`src/rtl/if_id_buffer.sv`:
```
// rtl/if_id_buffer.sv - IF/ID decoupling FIFO between fetch and decode
// Optional IF_ID_PERF_EN adds stall-cycle and flush-event counters.
module if_id_buffer #(
  parameter int          DEPTH    = 2,
  parameter logic [31:0] NOP_WORD = 32'h0000_0000
) (
  input  logic                     clk,
  input  logic                     rst,
  input  logic [31:0]              IR_F,
  input  logic [31:0]              PCInc4_F,
  input  logic                     valid_F,
  input  logic                     stall_D,
  input  logic                     flush_D,
  output logic [31:0]              IR_D,
  output logic [31:0]              PCInc4_D,
  output logic                     valid_D,
  output logic                     stall_F,
`ifdef IF_ID_PERF_EN
  output logic [31:0]              perf_stall_cycles,
  output logic [31:0]              perf_flush_count,
`endif
  output logic [$clog2(DEPTH):0]   count
);

  localparam int PW = $clog2(DEPTH);
  localparam int CW = PW + 1;

  logic [31:0]   ir_mem_q [DEPTH];
  logic [31:0]   pc_mem_q [DEPTH];
  logic [PW-1:0] rd_ptr_q, rd_ptr_d;
  logic [PW-1:0] wr_ptr_q, wr_ptr_d;
  logic [CW-1:0] count_q, count_d;
  logic          push, pop;

  assign stall_F = (count_q == CW'(DEPTH));
  assign valid_D = (count_q != '0);
  assign push    = valid_F & ~stall_F & ~flush_D;
  assign pop     = valid_D & ~stall_D & ~flush_D;

  assign IR_D     = valid_D ? ir_mem_q[rd_ptr_q] : NOP_WORD;
  assign PCInc4_D = valid_D ? pc_mem_q[rd_ptr_q] : 32'h0;
  assign count    = count_q;

  always_comb begin
    rd_ptr_d = rd_ptr_q;
    wr_ptr_d = wr_ptr_q;
    count_d  = count_q;
    if (flush_D) begin
      rd_ptr_d = '0;
      wr_ptr_d = '0;
      count_d  = '0;
    end else begin
      if (push) wr_ptr_d = wr_ptr_q + PW'(1);
      if (pop)  rd_ptr_d = rd_ptr_q + PW'(1);
      if (push && !pop)      count_d = count_q + CW'(1);
      else if (pop && !push) count_d = count_q - CW'(1);
    end
  end

  always_ff @(posedge clk or posedge rst) begin
    if (rst) begin
      rd_ptr_q <= '0;
      wr_ptr_q <= '0;
      count_q  <= '0;
    end else begin
      rd_ptr_q <= rd_ptr_d;
      wr_ptr_q <= wr_ptr_d;
      count_q  <= count_d;
    end
  end

  // Storage needs no reset: count gates every read of it.
  always_ff @(posedge clk) begin
    if (push) begin
      ir_mem_q[wr_ptr_q] <= IR_F;
      pc_mem_q[wr_ptr_q] <= PCInc4_F;
    end
  end

`ifdef IF_ID_PERF_EN
  logic [31:0] perf_stall_q, perf_flush_q;

  always_ff @(posedge clk or posedge rst) begin
    if (rst) begin
      perf_stall_q <= '0;
      perf_flush_q <= '0;
    end else begin
      if (stall_F) perf_stall_q <= perf_stall_q + 32'd1;
      if (flush_D) perf_flush_q <= perf_flush_q + 32'd1;
    end
  end

  assign perf_stall_cycles = perf_stall_q;
  assign perf_flush_count  = perf_flush_q;
`endif

endmodule
```
`config.mk`:
```
export PLATFORM = sky130hd
export DESIGN_NAME = if_id_buffer
export DESIGN_NICKNAME = d
export VERILOG_FILES = /design/src/rtl/if_id_buffer.sv
export SDC_FILE = /design/constraint.sdc
export NUM_CORES = 1
export LEC_CHECK = 0
export BUFFER_PORTS_ARGS = -buffer_cell sky130_fd_sc_hd__buf_4
export CAP_MARGIN = 20
export CORE_ASPECT_RATIO = 1.5
export CORE_MARGIN = 5
export CORE_UTILIZATION = 25
export CTS_BUF_LIST = sky130_fd_sc_hd__clkbuf_16
export CTS_CLUSTER_SIZE = 40
export DETAILED_ROUTE_END_ITERATION = 16
export PLACE_DENSITY = 0.53
export SLEW_MARGIN = 40
export SYNTH_ARGS = -nofsm -noshare
export SYNTH_HDL_FRONTEND = slang
export SYNTH_SLANG_ARGS = --single-unit
```
`constraint.sdc`:
```
create_clock -name clk -period 9.6 [get_ports clk]
set_clock_uncertainty 0.1 [all_clocks]
set_input_delay 0.96 -clock clk [delete_from_list [all_inputs] [get_ports clk]]
set_output_delay 0.96 -clock clk [all_outputs]
set_load 0.02 [all_outputs]
```
==> metrics.md <==
| Metric | Value |
|---|---|
| Final std cells w/o fill | `725` |
| Post-DP HPWL | `7330 um` |
| Hold-fix buffers, CTS | `0` |
| Post-Syn Area per Cell | `17.0 um^2` |
| Outcome | `finished, final reports clean` |
| VDD IR-drop max | `0.0811 mV` |
| Synth cell types | `23` |
| Total wire length | `11000 um` |
| Worst setup path class | `reg2out` |
| Setup Buffers After CTS | `0` |
| CTS tree | `done` |
| Net Count, Synth | `368` |
| Net switching power | `330 uW` |
| First-pass GRT wire length | `16700 um` |
| Final period util | `0.315` |
| Post-route ant nets | `0` |
| Tmin final | `3.03 ns` |
| Crit. Startpoint | `count[0]$_DFFE_PP0P_` |
| Root Driver | `clkbuf_16` |
| WL per Instance | `15.2 um` |
| DRC | `0` |
| Leak | `0.00260 uW` |
| Fin Setup TNS | `0 ns` |
| Die X | `126 um` |
| Post-synth top flop | `edfxtp_1` |
| Rel. slew slack | `0.558` |
| Clock transition at path regs | `0.06 ns` |
| Largest net degree at the start of global routing | `46` |
| Switching portion of total power | `0.218` |
| Diode count | `0` |
| Pre-antenna DRT Iters | `4` |
| Worst min path class | `in2async` |
| CP startpoint kind | `register` |
| Commonest cells in the netlist | `edfxtp_1 (128), nor2_1 (65), mux2i_1 (64), buf_4 (6), buf_6 (5)` |
| Clock latency on the worst-skew pair | `0.41 ns` |
| Worst reg2reg startpoint | `count[1]$_DFFE_PP0P_` |
| Slew @ Worst Pin | `0.662 ns` |
| Rows | `64` |
| Total gr overflow | `0` |
| Synthesis Warnings | `0` |
| DR iter-0 viols | `99` |
| RSZ-0062 raised after global routing | `no` |
| Sequential cell fraction of total power | `0.440` |
| Pint | `1180 uW` |
| Synthesized cell area | `0.00508 mm^2` |
| Post-Synthesis Cells | `299` |
| End of the worst register-to-register path | `ir_mem_q[1][5]$_DFFE_PP_` |
| # clock sinks | `132` |
| Initial Utilization | `0.252` |
| Logic gate share of total power | `0.103` |
| Count leader, synth | `edfxtp_1` |
| Worst Path Required | `8.54 ns` |
| RePlAce Congestion | `0.721` |
| Via/cell ratio | `4.04` |
| Crit path capture | `IR_D[19]` |
| Post-CTS sizing | `0` |
| Clk pwr share | `0.457` |
| Max-slew violations | `0` |
| IO Count | `137` |
| Number of buffers added on ports | `136` |
| Final setup violating endpoints | `0` |
| Placed Cells | `692` |
| Share of the synthesized area in the top cell type | `0.757` |
| R2r setup slk | `7.42 ns` |
| Area growth from synthesis to final layout | `39.2%` |
| Total of max-cap violations | `0` |
| Fin util | `0.350` |
| Clock Path Buffers | `2` |
| Total chip power | `1510 uW` |
| Nets@finish | `517` |
| Main area contributors after synthesis | `edfxtp_1 (76%), mux2i_1 (13%), nor2_1 (4.8%)` |
| Final Hold Vio Count | `0` |
| Post-synthesis sequential area ratio | `0.776` |
| Register-to-Register Path Depth | `4` |
| Die area | `0.0233 mm^2` |
| Post-synth EDFFs | `128` |
| Die Ht | `185 um` |
| GRT Total Usage | `0.0964` |
| Share of cells above drive strength 1 | `0.390` |
| P per Cell Area | `214 mW/mm^2` |
| CORE AREA | `0.0202 mm^2` |
| Ys async rst share | `0.0303` |
| Vias | `2929` |
| Yosys reg bits | `132` |
| Fmax | `330 MHz` |
| Critical path endpoint category | `primary output` |
| Vias in the first global route | `3199` |
| CTS H-tree depth | `4` |
| Crit path max fanout | `37` |
| Leading area contributor after synthesis | `edfxtp_1` |
| CP arrival | `1.97 ns` |
| Filler instances | `1989` |
| Initial antenna violation count | `0` |
| Num CTS Buffers | `17` |
## cell families after synthesis
logic type / after synthesis / share of synthesized area
DFF: 132 / 0.776
and+or+nand+nor: 78 / 0.0640
muxes: 64 / 0.126
buffers and inverters: 17 / 0.0249
AOI/OAI and AO/OA: 8 / 0.00862
## cells in the final DEF, fill, tap and decap left out, types with 3 or more instances in the layout
cell	count
clkinvlp_4	4
bufinv_16	5
buf_4	141
dfrtp_1	3
clkbuf_16	17
edfxtp_1	128
a21oi_1	3
nor2_1	64
nand2b_1	4
mux2i_1	64
## how the worst min path moves through the flow
| stage | cells after the start | endpoint | slack, ns |
|---|---|---|---|
| 2_1_floorplan | 2 | rd_ptr_q$_DFFE_PP0P_ | 0.42 |
| 3_3_place_gp | 2 | wr_ptr_q$_DFFE_PP0P_ | 0.46 |
| 3_5_place_dp | 2 | wr_ptr_q$_DFFE_PP0P_ | 0.47 |
| 4_1_cts | 2 | count[0]$_DFFE_PP0P_ | 0.30 |
| 5_1_grt | 2 | count[0]$_DFFE_PP0P_ | 0.32 |
| 6_report | 2 | count[0]$_DFFE_PP0P_ | 0.33 |
## worst max-delay path, cell delays in order, from the launching register on
cell and delay (ns):
dfrtp_1 0.47, nor2_4 0.34, buf_4 0.43, nor2_1 0.12
buf_4 0.18
## metal layers
| layer | vias to the layer above | part of all wire | global-route usage |
|---|---|---|---|
| li1 | 1411 | - | - |
| met1 | 1421 | 0.40 | 0.103 |
| met2 | 82 | 0.52 | 0.167 |
| met3 | 15 | 0.057 | 0.0397 |
| met4 | 0 | 0.019 | 0.0425 |
| met5 | - | 0 | 0 |
## state kept, by name, indices dropped and copies added (netlist names)
register	count
ir_mem_q	64
pc_mem_q	64
rd_ptr_q	1
count	2
wr_ptr_q	1
## area by class of cell
cell class / count / area (um^2) / area share
clock buffer: 17 / 425 / 0.0602
clock inverter: 15 / 214 / 0.0303
sequential: 132 / 3950 / 0.558
tap: 264 / 330 / 0.0467
timing repair buffer: 144 / 1110 / 0.158
multi-input combinational: 150 / 1030 / 0.145
inverter: 3 / 11.3 / 0.00159
## through the flow
step / area, um^2 / setup slack, ns / hold WS, ns
detailed placement: 6410 / 6.56 / 0.473
floorplan: 5080 / 3.22 / 0.419
global route: 7070 / 6.43 / 0.316
finish: 7070 / 6.57 / 0.332
global placement: 6370 / 6.60 / 0.461
CTS: 7050 / 6.08 / 0.304
## power by group through the flow
stage | Sequential, uW | Combinational (uW) | Clock, uW
after floorplan | 675 | 86.3 | 0
after global placement | 683 | 148 | 0
after detailed placement | 677 | 159 | 0
after CTS | 665 | 159 | 717
after global routing | 666 | 169 | 743
final | 665 | 156 | 692
Power figures use the tool's default switching activity.
